==> config.mk <==
export PLATFORM = sky130hd
export DESIGN_NAME = led_trail_fader
export DESIGN_NICKNAME = d
export VERILOG_FILES = /design/src/rtl/led_trail_fader.sv
export SDC_FILE = /design/constraint.sdc
export NUM_CORES = 1
export LEC_CHECK = 0
export CAP_MARGIN = 20
export CORE_MARGIN = 3
export CORE_UTILIZATION = 35
export CTS_CLUSTER_DIAMETER = 40
export DETAILED_ROUTE_END_ITERATION = 12
export DONT_BUFFER_PORTS = 1
export PLACE_DENSITY = 0.58
export SLEW_MARGIN = 20
export SYNTH_ARGS = -nofsm -noshare
export SYNTH_HDL_FRONTEND = slang
export SYNTH_SLANG_ARGS = --single-unit
==> constraint.sdc <==
create_clock -name clk -period 7.6 [get_ports clk]
set_input_delay 1.52 -clock clk [delete_from_list [all_inputs] [get_ports clk]]
set_output_delay 1.52 -clock clk [all_outputs]
set_load 0.1 [all_outputs]
==> src/rtl/led_trail_fader.sv <==
`default_nettype none
// ============================================================================
// Module   : led_trail_fader
// Purpose  : Comet-trail stage for a 4-LED running-light chaser. A lit LED
//            is solid on. When the chaser leaves it, the LED fades out by
//            PWM dimming in fixed steps on a shared decay tick.
// Revision : 1.0 - initial release
// ============================================================================
module led_trail_fader #(
  parameter int PWM_BITS   = 8,
  parameter int BRIGHT_MAX = 255,
  parameter int DECAY_DIV  = 500_000,
  parameter int DECAY_STEP = 4
) (
  input  logic       clk,
  input  logic       reset,
  input  logic [3:0] pat_in,
  input  logic       dim_en,
  output logic [3:0] led,
  output logic       busy
);

  localparam int NCH   = 4;
  localparam int DEC_W = (DECAY_DIV > 1) ? $clog2(DECAY_DIV) : 1;

  localparam logic [PWM_BITS-1:0] BRIGHT_LOAD = PWM_BITS'(BRIGHT_MAX);
  localparam logic [DEC_W-1:0]    DEC_LAST    = DEC_W'(DECAY_DIV - 1);

  // A step at least as large as the full brightness range always empties
  // the channel in one tick; the truncated constant is only used otherwise.
  localparam bit                  STEP_FITS   = (DECAY_STEP < (2 ** PWM_BITS));
  localparam logic [PWM_BITS-1:0] STEP        = PWM_BITS'(DECAY_STEP);

  typedef enum logic [1:0] {
    ST_OFF  = 2'd0,
    ST_ON   = 2'd1,
    ST_FADE = 2'd2
  } ch_state_t;

  logic [3:0]          pat_q;
  logic [DEC_W-1:0]    dec_cnt;
  logic                dec_tick;
  logic [PWM_BITS-1:0] pwm_cnt;

  ch_state_t           state      [NCH];
  logic [PWM_BITS-1:0] bright     [NCH];
  ch_state_t           state_nxt  [NCH];
  logic [PWM_BITS-1:0] bright_nxt [NCH];
  logic [NCH-1:0]      led_nxt;
  logic [NCH-1:0]      fade_nxt;

  assign dec_tick = (dec_cnt == DEC_LAST);

  // Register the chaser pattern once before it feeds the channel logic.
  always_ff @(posedge clk or negedge reset) begin
    if (!reset) begin
      pat_q <= 4'b1111;
    end else begin
      pat_q <= pat_in;
    end
  end

  // Free-running decay prescaler, one tick every DECAY_DIV cycles.
  always_ff @(posedge clk or negedge reset) begin
    if (!reset) begin
      dec_cnt <= '0;
    end else if (dec_tick) begin
      dec_cnt <= '0;
    end else begin
      dec_cnt <= dec_cnt + DEC_W'(1);
    end
  end

  // Free-running PWM ramp shared by all fading channels.
  always_ff @(posedge clk or negedge reset) begin
    if (!reset) begin
      pwm_cnt <= '0;
    end else begin
      pwm_cnt <= pwm_cnt + PWM_BITS'(1);
    end
  end

  // Per-channel next state/brightness, plus the LED level that the new
  // state implies, so the output edge already shows the updated state.
  always_comb begin
    led_nxt  = '1;
    fade_nxt = '0;
    for (int i = 0; i < NCH; i++) begin
      state_nxt[i]  = state[i];
      bright_nxt[i] = bright[i];
      if (!pat_q[i]) begin
        // Relight wins over everything, including a coincident tick.
        state_nxt[i]  = ST_ON;
        bright_nxt[i] = BRIGHT_LOAD;
      end else begin
        case (state[i])
          ST_ON: begin
            if (dim_en) begin
              state_nxt[i] = ST_FADE;
            end else begin
              state_nxt[i]  = ST_OFF;
              bright_nxt[i] = '0;
            end
          end
          ST_FADE: begin
            if (!dim_en) begin
              state_nxt[i]  = ST_OFF;
              bright_nxt[i] = '0;
            end else if (dec_tick) begin
              if (STEP_FITS && (bright[i] > STEP)) begin
                bright_nxt[i] = bright[i] - STEP;
              end else begin
                bright_nxt[i] = '0;
                state_nxt[i]  = ST_OFF;
              end
            end
          end
          default: begin
          end
        endcase
      end

      fade_nxt[i] = (state_nxt[i] == ST_FADE);
      case (state_nxt[i])
        ST_ON:   led_nxt[i] = 1'b0;
        ST_FADE: led_nxt[i] = !(bright_nxt[i] > pwm_cnt);
        default: led_nxt[i] = 1'b1;
      endcase
    end
  end

  // Channel state machines: commit the next state and brightness.
  always_ff @(posedge clk or negedge reset) begin
    if (!reset) begin
      for (int i = 0; i < NCH; i++) begin
        state[i]  <= ST_OFF;
        bright[i] <= '0;
      end
    end else begin
      for (int i = 0; i < NCH; i++) begin
        state[i]  <= state_nxt[i];
        bright[i] <= bright_nxt[i];
      end
    end
  end

  // Registered board outputs (active-low LEDs) and the fade-activity flag.
  always_ff @(posedge clk or negedge reset) begin
    if (!reset) begin
      led  <= 4'b1111;
      busy <= 1'b0;
    end else begin
      led  <= led_nxt;
      busy <= |fade_nxt;
    end
  end

endmodule
`default_nettype wire

==> impl_summary.txt, run 1 <==
----------------------------------------------------
[Layout]
  Layout-stage area growth over the synthesis result ... 11.1%
  Post-layout net count ... 561
  Post-route cell area ... 0.00521 mm²
  Antenna diodes ... 0
  Fill count ... 1233
  Ratio of cells with drive above 1 in the final layout ... 0.0728

[Clock tree]
  Clock insertion delay at the later pin of the skew report ... 0.34 ns
  Post-CTS Setup Repair Bufs ... 0
  Hold-fix buffers at CTS ... 0
  Root buffer cell ... clkbuf_16
  Reg clk slew, reported paths ... 0.06 ns
  Clock sink total ... between 70 and 80
  Number of gates given a new drive strength after cts ... 0
  Total number of H-tree levels ... 3
  Buffer depth of the longest clock path ... 2
  Clock tree from TritonCTS ... built
  Inserted Clock Buffers ... 9

[Placed design]
  Number of buffers inserted by port buffering ... 0
  Instance area after placement ... just under 0.005 mm²
  Placer Congestion ... 0.861
  Detailed-placement wirelength estimate ... 7500 µm

[STA]
  RSZ-0062 raised after global routing ... no
  Worst Max-Slew Pin Slew ... 0.864 ns
  Final-report max-slew violation count ... 0
  Relative slew slack ... 0.424
  Worst clock skew ... 0.00810 ns
  Final setup viols ... 0
  Number of failing hold endpoints at the final stage ... 0
  Setup TNS after final layout ... 0 ns
  Max Freq ... 250 MHz
  Post-route fraction of the period consumed by the critical path ... 0.527
  Clock period minus final worst setup slack ... 4.01 ns

[Drt]
  Ratio of routed vias to standard cells ... 5.38
  Number of design-rule violations left by the first detailed-router iteration ... just over 300
  Number of antenna-violating nets in the routed design ... 0
  Average wire length per cell after detail routing ... about 15 µm
  Total wire length after detailed routing ... 10300 µm
  Detailed-router iteration count before antenna repair ... 4
  Via count ... 3659
  Final routed DRC violation total ... 0

[Global routing]
  Global-route wire length before repair ... between 15000 and 20000 µm
  Overflow after GRT ... 0
  Via count of the first global-routing pass ... 3690
  Overall global routing resource usage ... 0.150
  Largest net degree at the start of global routing ... 77
  Number of antenna violations at the first check in global routing ... 0

[Yosys]
  Ranking of synthesized cells by area ... dfrtp_1 (36%), ha_1 (14%), nand2_1 (4.6%)
  Distinct cells, synth ... 59
  Primary FF master, synth ... dfrtp_1
  Count of synthesis-stage warnings from yosys ... 0
  Fraction of registers with async set or reset after synthesis ... 1.00
  Number of instances in the synthesized netlist ... 502
  Cell type contributing the most total cell area after synthesis ... dfrtp_1
  Seq/Total Area, Yosys ... 0.408
  Synthesized net count ... 560
  Most instantiated library cell after synthesis ... dfrtp_1
  Total standard cell area after synthesis ... about 0.0047 mm²
  Number of synthesized flops with an enable pin ... 0
  Number of flip-flops and latches in the synthesized netlist ... 76
  Top post-synthesis cells by count ... dfrtp_1 (68), nand2_1 (58), ha_1 (51), o21ai_0 (40), inv_1 (32)
  Proportion of netlist area held by the largest area contributor ... 0.363
  Avg Cell Area, Syn ... approximately 9.3 µm²

[Setup path]
  Critical path peak fanout ... 26
  Path type of the worst setup path ... flip-flop to flip-flop
  Critical path startpoint category ... flip-flop
  Kind of end point of the critical path ... flip-flop
  CP required ... 7.88 ns
  CP arrival ... 4.29 ns

[Die]
  Starting density of the core ... 0.364
  Num ports ... 12
  Die Height ... 122 µm
  Area enclosed by the die boundary ... 0.0148 mm²
  Die Width ... 122 µm
  Number of placement rows ... 41
  Total core area ... 0.0129 mm²

[Power and ir drop]
  Cell area power density ... 239 mW/mm²
  Worst ir drop on vdd ... 102 µV
  Leakage power summed over all cells ... ~0.0022 µW

[Hold path]
  Worst Hold Class ... flip-flop to flip-flop

[Flow run]
  Number of violations of the max-capacitance limit ... 0

[Outcome]
  Run status ... complete, no violations

----------------------------------------------------
## final cells by class
class	instances	area, µm²	share of cell area
multi-input combinational	384	2610	0.502
sequential	76	1910	0.367
clock buffer	10	239	0.0459
tap	172	215	0.0413
inverter	32	120	0.0230
clock inverter	6	111	0.0214
## layout by cell type (no fill, tap or decap), drive strengths merged, types with 2 or more instances in the layout
master	instances
or2	4
nand3	22
o311ai	7
inv	32
nand2	58
a21oi	30
nor2	29
clkbuf	10
a211o	2
a21o	2
nand4b	2
or3	3
nor3	13
ha	51
nand3b	2
a31oi	3
o21ai	41
and3	4
o21a	2
o211ai	16
nor4	3
clkinv	2
o22ai	2
o21bai	3
nor3b	6
xor2	11
xnor2	10
and4	7
nor2b	5
and2	6
bufinv	3
nand4	12
dfrtp	68
nand2b	10
nor4b	3
a211oi	2
dfstp	8
## per-layer routing
metal | track usage | wire [µm] | vias up
met5 | 0 | 0 | -
met4 | 0.0602 | 150 | 0
met3 | 0.0399 | 374 | 10
met2 | 0.247 | 5060 | 59
met1 | 0.187 | 4730 | 1773
li1 | - | - | 1817
## power by group
part	internal (µW)	leakage, µW	switching, µW
registers	451	0.000880	84.3
logic	87.2	0.00118	121
clock network	330	0.000169	169
total	868	0.00223	375
## through the flow
step | instances | setup slack (ns) | utilization | power (µW) | hold WS (ns)
finish | 680 | 3.59 | 0.405 | 1240 | 0.467
global route | 680 | 3.22 | 0.405 | 1320 | 0.492
CTS | 680 | 3.24 | 0.404 | 1260 | 0.475
detailed placement | 664 | 3.31 | 0.377 | 751 | 0.462
global placement | 664 | 3.51 | 0.377 | 744 | 0.460
floorplan | 502 | 4.09 | - | 697 | 0.445
## registers in the layout, indices dropped and copies added (netlist names)
register and cells:
bright 32, busy 1, dec_cnt 19, led 4, pat_q 4, pwm_cnt 8, state 8
## logic make-up (layout without fill, tap and decap cells)
kind of cell,after synthesis,in the layout,share of synthesized area
and+or+nand+nor,190,190,0.216
AOI/OAI and AO/OA,121,121,0.163
DFF,76,76,0.408
adders and majority gates,51,51,0.136
buffers and inverters,42,48,0.0360
xor gates and xnor gates,21,21,0.0392
muxes,1,1,0.00213
## path summary, 6_finish.rpt
kind	cells past startpoint	end	startpoint	slack, ns
max in group asynchronous	0	pat_q[2]$_DFF_PN1_	reset	6.52
hold / removal	1	pwm_cnt[7]$_DFF_PN0_	pwm_cnt[7]$_DFF_PN0_	0.47
setup / recovery	12	led[2]$_DFF_PN1_	dec_cnt[7]$_DFF_PN0_	3.59
hold reg to reg	1	pwm_cnt[7]$_DFF_PN0_	pwm_cnt[7]$_DFF_PN0_	0.47
setup reg to reg	12	led[2]$_DFF_PN1_	dec_cnt[7]$_DFF_PN0_	3.59
min in group asynchronous	0	dec_cnt[11]$_DFF_PN0_	reset	0.88
## critical path, stage by stage (launching register included)
cell	delay, ns
dfrtp_1	0.44
nor4b_2	0.31
nand4_1	0.62
nor2_4	0.79
nand2_1	0.19
o311ai_0	0.50
ha_1	0.34
o21ai_0	0.15
a21oi_1	0.06
o21ai_0	0.15
o211ai_1	0.12
nand4_1	0.11
o311a_1	0.17
(Power assumes the default switching activity.)
==> run 2, diff against run 1 <==
==> constraint.sdc (replaced) <==
create_clock -name clk -period 3.7 [get_ports clk]
set_input_delay 0.74 -clock clk [delete_from_list [all_inputs] [get_ports clk]]
set_output_delay 0.74 -clock clk [all_outputs]
set_load 0.1 [all_outputs]
==> impl_summary.txt, run 2 (same netlist as run 1, synthesis figures left out) <==
----------------------------------------------------
[Flow run]
  Number of violations of the max-capacitance limit ... 0 (unchanged)

[Clock tree]
  Buffer depth of the longest clock path ... 2 (unchanged)
  Reg clk slew, reported paths ... 0.06 ns (about the same)
  Hold-fix buffers at CTS ... 0 (unchanged)
  Inserted Clock Buffers ... 9 (unchanged)
  Clock sink total ... 76 (unchanged)
  Total number of H-tree levels ... 3 (unchanged)
  Number of gates given a new drive strength after cts ... 0 (unchanged)
  Post-CTS Setup Repair Bufs ... 0 (unchanged)
  Root buffer cell ... clkbuf_16 (unchanged)
  Clock tree from TritonCTS ... built (unchanged)
  Clock insertion delay at the later pin of the skew report ... 0.34 ns (about the same)

[STA]
  Worst hold slack across all endpoints ... 0.0940 ns (was 0.467 ns)
  Final-report max-slew violation count ... 0 (unchanged)
  RSZ-0062 raised after global routing ... no (unchanged)
  Final setup viols ... 0 (unchanged)
  Worst Max-Slew Pin Slew ... 0.877 ns (was 0.864 ns)
  Clock period minus final worst setup slack ... 3.30 ns (was 4.01 ns)
  Setup TNS after final layout ... 0 ns (unchanged)
  Relative slew slack ... 0.416 (was 0.424)
  Number of failing hold endpoints at the final stage ... 0 (unchanged)
  Worst clock skew ... 0.00569 ns (was 0.00810 ns)
  Post-route fraction of the period consumed by the critical path ... 0.891 (was 0.527)
  Max Freq ... 303 MHz (was 250 MHz)

[Drt]
  Final routed DRC violation total ... 0 (unchanged)
  Total wire length after detailed routing ... 10800 µm (was 10300 µm)
  Via count ... 3714 (was 3659)
  Number of design-rule violations left by the first detailed-router iteration ... 248 (was 310)
  Number of antenna-violating nets in the routed design ... 0 (unchanged)
  Ratio of routed vias to standard cells ... 5.44 (was 5.38)
  Detailed-router iteration count before antenna repair ... 4 (unchanged)
  Average wire length per cell after detail routing ... 15.9 µm (was 15.2 µm)

[Power and ir drop]
  Leakage power summed over all cells ... 0.00223 µW (about the same)
  Logic gate share of total power ... 0.176 (was 0.168)
  Worst ir drop on vdd ... 225 µV (was 102 µV)
  Clock network fraction of design power ... 0.383 (was 0.401)
  Sequential group share of total power ... 0.442 (was 0.431)
  Cell area power density ... 480 mW/mm² (was 239 mW/mm²)
  Switching power summed over all nets ... 781 µW (was 375 µW)
  Switching share of power ... 0.313 (was 0.302)
  Cell internal pwr ... 1710 µW (was 868 µW)

[Setup path]
  CP arrival ... 3.56 ns (was 4.29 ns)
  R2R Path Start ... bright[2]$_DFF_PN0_ (was dec_cnt[7]$_DFF_PN0_)
  Launch point of the critical path ... bright[2]$_DFF_PN0_ (was dec_cnt[7]$_DFF_PN0_)
  Path type of the worst setup path ... flip-flop to flip-flop (unchanged)
  Critical path peak fanout ... 5 (was 26)
  Kind of end point of the critical path ... flip-flop (unchanged)
  CP required ... 3.96 ns (was 7.88 ns)
  Critical path startpoint category ... flip-flop (unchanged)

[Layout]
  Ratio of cells with drive above 1 in the final layout ... 0.0744 (was 0.0728)
  Antenna diodes ... 0 (unchanged)
  Most common cell after layout, fill and taps aside ... dfrtp_1 (unchanged)
  Layout-stage area growth over the synthesis result ... 10.8% (was 11.1%)
  Fill count ... 1231 (was 1233)
  Sequential cell area ... 0.00191 mm² (unchanged)
  Flip-flop count of the largest register, all copies and words added ... 32 (unchanged)
  Post-layout net count ... 564 (was 561)
  Total area of multi-input combinational cells ... 0.00261 mm² (about the same)
  Register with the most flip-flops ... bright (unchanged)
  Top library cells by usage in the layout, fill and taps aside ... dfrtp_1 (68), nand2_1 (58), ha_1 (51), o21ai_0 (40), inv_1 (32) (unchanged)
  Post-route cell area ... 0.00520 mm² (was 0.00521 mm²)
  Biggest registers after layout ... bright x32, dec_cnt x19 (unchanged)
  Count of non-filler cells in the finished layout ... 683 (was 680)

[Die]
  Die Width ... 122 µm (unchanged)
  Die Height ... 122 µm (unchanged)
  Starting density of the core ... 0.364 (unchanged)
  Total core area ... 0.0129 mm² (unchanged)
  Number of placement rows ... 41 (unchanged)
  Area enclosed by the die boundary ... 0.0148 mm² (unchanged)
  Num ports ... 12 (unchanged)

[Global routing]
  Overall global routing resource usage ... 0.159 (was 0.150)
  Via count of the first global-routing pass ... 3726 (was 3690)
  Global-route wire length before repair ... 18600 µm (was 17500 µm)
  Number of antenna violations at the first check in global routing ... 0 (unchanged)
  Overflow after GRT ... 0 (unchanged)
  Largest net degree at the start of global routing ... 77 (unchanged)

[Outcome]
  Run status ... complete, no violations (unchanged)

[Hold path]
  Worst Hold Class ... input pin to asynchronous set/reset pin (was flip-flop to flip-flop)

[Placed design]
  Instance area after placement ... 0.00488 mm² (was 0.00486 mm²)
  Number of buffers inserted by port buffering ... 0 (unchanged)
  Placer Congestion ... 0.896 (was 0.861)
  Detailed-placement wirelength estimate ... 7920 µm (was 7500 µm)
  DP Cell Count ... 667 (was 664)

----------------------------------------------------
-- run 2: cell count changes in the layout (fill, tap and decap cells not counted) --
| cell | before | now |
|---|---|---|
| buf_4 | 0 | 3 |
| clkbuf_1 | 0 | 2 |
| bufinv_16 | 3 | 2 |
| clkinv_4 | 1 | 0 |
| nor2_2 | 0 | 1 |
| nor2_4 | 1 | 0 |
-- run 2: metal layers --
metal,up-vias,track usage,wire [µm]
met4,0,0.0602,277
li1,1825,-,-
met3,22,0.0413,429
met5,-,0,0
met1,1785,0.214,5160
met2,82,0.248,4960
-- run 2: stage by stage --
step           power (µW)  setup WS, ns   util
6_report             2500         0.403  0.404
5_1_grt              2650        0.0664  0.404
4_1_cts              2510         0.424  0.404
3_5_place_dp         1550         0.444  0.379
3_3_place_gp         1540         0.473  0.379
2_1_floorplan        1430         0.916      -
-- run 2: power by group through the flow --
| stage | Combinational (µW) | Sequential [µW] | Clock, µW |
|---|---|---|---|
| floorplan | 343 | 1090 | 0 |
| global placement | 420 | 1120 | 0 |
| detailed placement | 432 | 1120 | 0 |
| CTS | 437 | 1100 | 975 |
| global route | 508 | 1120 | 1020 |
| finish | 438 | 1100 | 955 |
-- run 2: final cells by class --
cell class / instances / area share
clock buffer: 12 / 0.0474
clock inverter: 4 / 0.0140
inverter: 32 / 0.0231
multi-input combinational: 384 / 0.502
sequential: 76 / 0.368
tap: 172 / 0.0414
timing repair buffer: 3 / 0.00433
-- run 2: final timing paths --
| check | to | slack, ns | cells after the start |
|---|---|---|---|
| setup / recovery | led[3]$_DFF_PN1_ | 0.40 | 12 |
| hold / removal | bright[23]$_DFF_PN0_ | 0.09 | 0 |
| setup reg to reg | led[3]$_DFF_PN1_ | 0.40 | 12 |
| hold reg to reg | pwm_cnt[7]$_DFF_PN0_ | 0.47 | 1 |
| max in group asynchronous | pat_q[1]$_DFF_PN1_ | 3.35 | 0 |
| min in group clk | pat_q[2]$_DFF_PN1_ | 0.39 | 0 |
-- run 2: critical path, cell delays in order (launching register included) --
cell	delay [ns]
dfrtp_1	0.43
ha_1	0.21
nor3b_1	0.13
o21ai_0	0.46
nor3_2	0.14
or2_2	0.33
o311ai_0	0.53
ha_1	0.36
a21oi_1	0.15
o21ai_0	0.12
a21oi_1	0.14
a21oi_1	0.06
a22oi_1	0.15
==> run 3, diff against run 2 <==
--- a/config.mk
+++ b/config.mk
@@ -6,12 +6,14 @@
 export NUM_CORES = 1
 export LEC_CHECK = 0
 export CAP_MARGIN = 20
-export CORE_MARGIN = 3
+export CELL_PAD_IN_SITES_DETAIL_PLACEMENT = 0
+export CELL_PAD_IN_SITES_GLOBAL_PLACEMENT = 1
+export CORE_MARGIN = 2
 export CORE_UTILIZATION = 35
 export CTS_CLUSTER_DIAMETER = 40
 export DETAILED_ROUTE_END_ITERATION = 12
 export DONT_BUFFER_PORTS = 1
-export PLACE_DENSITY = 0.58
+export PLACE_DENSITY = 0.68
 export SLEW_MARGIN = 20
 export SYNTH_ARGS = -nofsm -noshare
 export SYNTH_HDL_FRONTEND = slang
==> impl_summary.txt, run 3 (same netlist as run 1, synthesis figures left out) <==
----------------------------------------------------
[Die]
  Die Height ... 120 µm (was 122 µm)
  Total core area ... 0.0131 mm² (was 0.0129 mm²)
  Starting density of the core ... 0.357 (was 0.364)
  Num ports ... 12 (unchanged)
  Number of placement rows ... 42 (was 41)
  Die Width ... 120 µm (was 122 µm)
  Area enclosed by the die boundary ... 0.0143 mm² (was 0.0148 mm²)

[STA]
  Worst clock skew ... 0.00546 ns (was 0.00569 ns)
  Setup TNS after final layout ... 0 ns (unchanged)
  Final-report max-slew violation count ... 0 (unchanged)
  Clock period minus final worst setup slack ... 3.31 ns (was 3.30 ns)
  Worst setup slack after layout ... 0.388 ns (was 0.403 ns)
  Post-route fraction of the period consumed by the critical path ... 0.895 (was 0.891)
  Final setup viols ... 0 (unchanged)
  Worst Max-Slew Pin Slew ... 0.881 ns (was 0.877 ns)
  Relative slew slack ... 0.413 (was 0.416)
  Max Freq ... 302 MHz (was 303 MHz)
  RSZ-0062 raised after global routing ... no (unchanged)
  Number of failing hold endpoints at the final stage ... 0 (unchanged)

[Global routing]
  Met2 Use GR ... 0.265 (was 0.248)
  Via count of the first global-routing pass ... 3616 (was 3726)
  Overall global routing resource usage ... 0.165 (was 0.159)
  Overflow after GRT ... 0 (unchanged)
  Global-route layer with the greatest usage ... met2 (unchanged)
  Met3 GRT Util ... 0.0314 (was 0.0413)
  Number of antenna violations at the first check in global routing ... 0 (unchanged)
  Met1 track demand over resource in global routing ... 0.207 (was 0.214)
  Largest net degree at the start of global routing ... 77 (unchanged)
  Global-route wire length before repair ... 18100 µm (was 18600 µm)

[Clock tree]
  Root buffer cell ... clkbuf_16 (unchanged)
  Clock sink total ... 76 (unchanged)
  Buffer depth of the longest clock path ... 2 (unchanged)
  Post-CTS Setup Repair Bufs ... 0 (unchanged)
  Inserted Clock Buffers ... 9 (unchanged)
  Total number of H-tree levels ... 3 (unchanged)
  Number of gates given a new drive strength after cts ... 0 (unchanged)
  Hold-fix buffers at CTS ... 0 (unchanged)
  Clock tree from TritonCTS ... built (unchanged)
  Clock insertion delay at the later pin of the skew report ... 0.35 ns (was 0.34 ns)
  Reg clk slew, reported paths ... 0.06 ns (about the same)

[Placed design]
  Detailed-placement wirelength estimate ... 8070 µm (was 7920 µm)
  Number of buffers inserted by port buffering ... 0 (unchanged)
  DP Cell Count ... 671 (was 667)
  Pre-CTS setup slack ... 0.329 ns (was 0.444 ns)
  Placer Congestion ... 0.814 (was 0.896)

[Drt]
  Number of antenna-violating nets in the routed design ... 0 (unchanged)
  Total wire length after detailed routing ... 10900 µm (was 10800 µm)
  Average wire length per cell after detail routing ... 15.9 µm (about the same)
  Final routed DRC violation total ... 0 (unchanged)
  Via count ... 3665 (was 3714)
  Ratio of routed vias to standard cells ... 5.33 (was 5.44)
  Number of design-rule violations left by the first detailed-router iteration ... 177 (was 248)
  Detailed-router iteration count before antenna repair ... 4 (unchanged)

[Layout]
  Antenna diodes ... 0 (unchanged)
  Count of non-filler cells in the finished layout ... 687 (was 683)
  Post-layout net count ... 564 (unchanged)
  Most common cell after layout, fill and taps aside ... dfrtp_1 (unchanged)
  Ratio of cells with drive above 1 in the final layout ... 0.0783 (was 0.0744)
  Top library cells by usage in the layout, fill and taps aside ... dfrtp_1 (68), nand2_1 (58), ha_1 (51), o21ai_0 (40), inv_1 (32) (unchanged)
  Register with the most flip-flops ... bright (unchanged)
  Biggest registers after layout ... bright x32, dec_cnt x19 (unchanged)
  Final core utilization ... 0.395 (was 0.404)
  Fill count ... 1327 (was 1231)
  Flip-flop count of the largest register, all copies and words added ... 32 (unchanged)
  Layout-stage area growth over the synthesis result ... 10.6% (was 10.8%)

[Power and ir drop]
  Cell area power density ... 462 mW/mm² (was 480 mW/mm²)
  Worst ir drop on vdd ... 206 µV (was 225 µV)
  Leakage power summed over all cells ... 0.00223 µW (about the same)
  Total Power ... 2400 µW (was 2500 µW)

[Setup path]
  CP required ... 3.97 ns (was 3.96 ns)
  CP arrival ... 3.58 ns (was 3.56 ns)
  Path type of the worst setup path ... flip-flop to flip-flop (unchanged)
  Critical path startpoint category ... flip-flop (unchanged)
  Critical path peak fanout ... 7 (was 5)
  Kind of end point of the critical path ... flip-flop (unchanged)

[Outcome]
  Run status ... complete, no violations (unchanged)

[Flow run]
  Number of violations of the max-capacitance limit ... 0 (unchanged)

[Hold path]
  Worst Hold Class ... input pin to asynchronous set/reset pin (unchanged)

----------------------------------------------------
run 3: cell types whose count changed in the layout (fill, tap and decap cells not counted):
| cell | delta |
|---|---|
| clkbuf_1 | -2 |
| clkinv_2 | +2 |
| nor4_4 | +1 |
| nor2_4 | +1 |
| nor2_2 | -1 |
| clkbuf_8 | +2 |
| nor4_2 | -1 |
| bufinv_16 | -2 |
run 3: critical path, stage by stage (launching register included):
cell and delay [ns]:
dfrtp_1 0.39, ha_1 0.22, and4_1 0.25, nand2_1 0.23
buf_4 0.26, nor4_4 0.36, o21ai_0 0.23, nand2_1 0.13
nand2_1 0.09, ha_1 0.31, nor2b_1 0.13, o21ai_0 0.14
nand2b_1 0.07, a21oi_1 0.13, o21ai_0 0.09, a41oi_1 0.21
run 3: layout make-up:
type | instances | area (µm²) | area share
repair buffers | 3 | 22.5 | 0.00434
clock buffers | 12 | 267 | 0.0514
inverters | 32 | 120 | 0.0232
clock inverters | 4 | 22.5 | 0.00434
well taps | 176 | 220 | 0.0425
multi-input cells | 384 | 2620 | 0.506
flip-flops and latches | 76 | 1910 | 0.369
run 3: metrics by stage:
stage	hold slack (ns)	area, µm²
global route	0.0691	5190
CTS	0.0741	5170
global placement	0.451	4880
finish	0.0856	5190
detailed placement	0.451	4880
floorplan	0.444	4690
run 3: worst paths after layout:
| kind | startpoint | end | slack, ns | depth (start not counted) |
|---|---|---|---|---|
| worst min register to register | pwm_cnt[6]$_DFF_PN0_ | pwm_cnt[6]$_DFF_PN0_ | 0.47 | 1 |
| worst min-delay path | reset | bright[17]$_DFF_PN0_ | 0.09 | 0 |
| worst max register to register | dec_cnt[0]$_DFF_PN0_ | led[1]$_DFF_PN1_ | 0.39 | 15 |
| worst max-delay path | dec_cnt[0]$_DFF_PN0_ | led[1]$_DFF_PN1_ | 0.39 | 15 |
| min in group clk | pat_in[2] | pat_q[2]$_DFF_PN1_ | 0.38 | 0 |
| max in group asynchronous | reset | pat_q[2]$_DFF_PN1_ | 3.42 | 0 |
run 3: power by group:
part	switching [µW]	total [µW]	internal [µW]
Combinational	257	437	180
Clock	353	858	505
Sequential	175	1100	927
Total	786	2400	1610
run 3: metal layers:
layer	vias to the layer above	routed length, µm
met4	0	422
li1	1821	-
met1	1766	4950
met2	56	5220
met5	-	0
met3	22	349
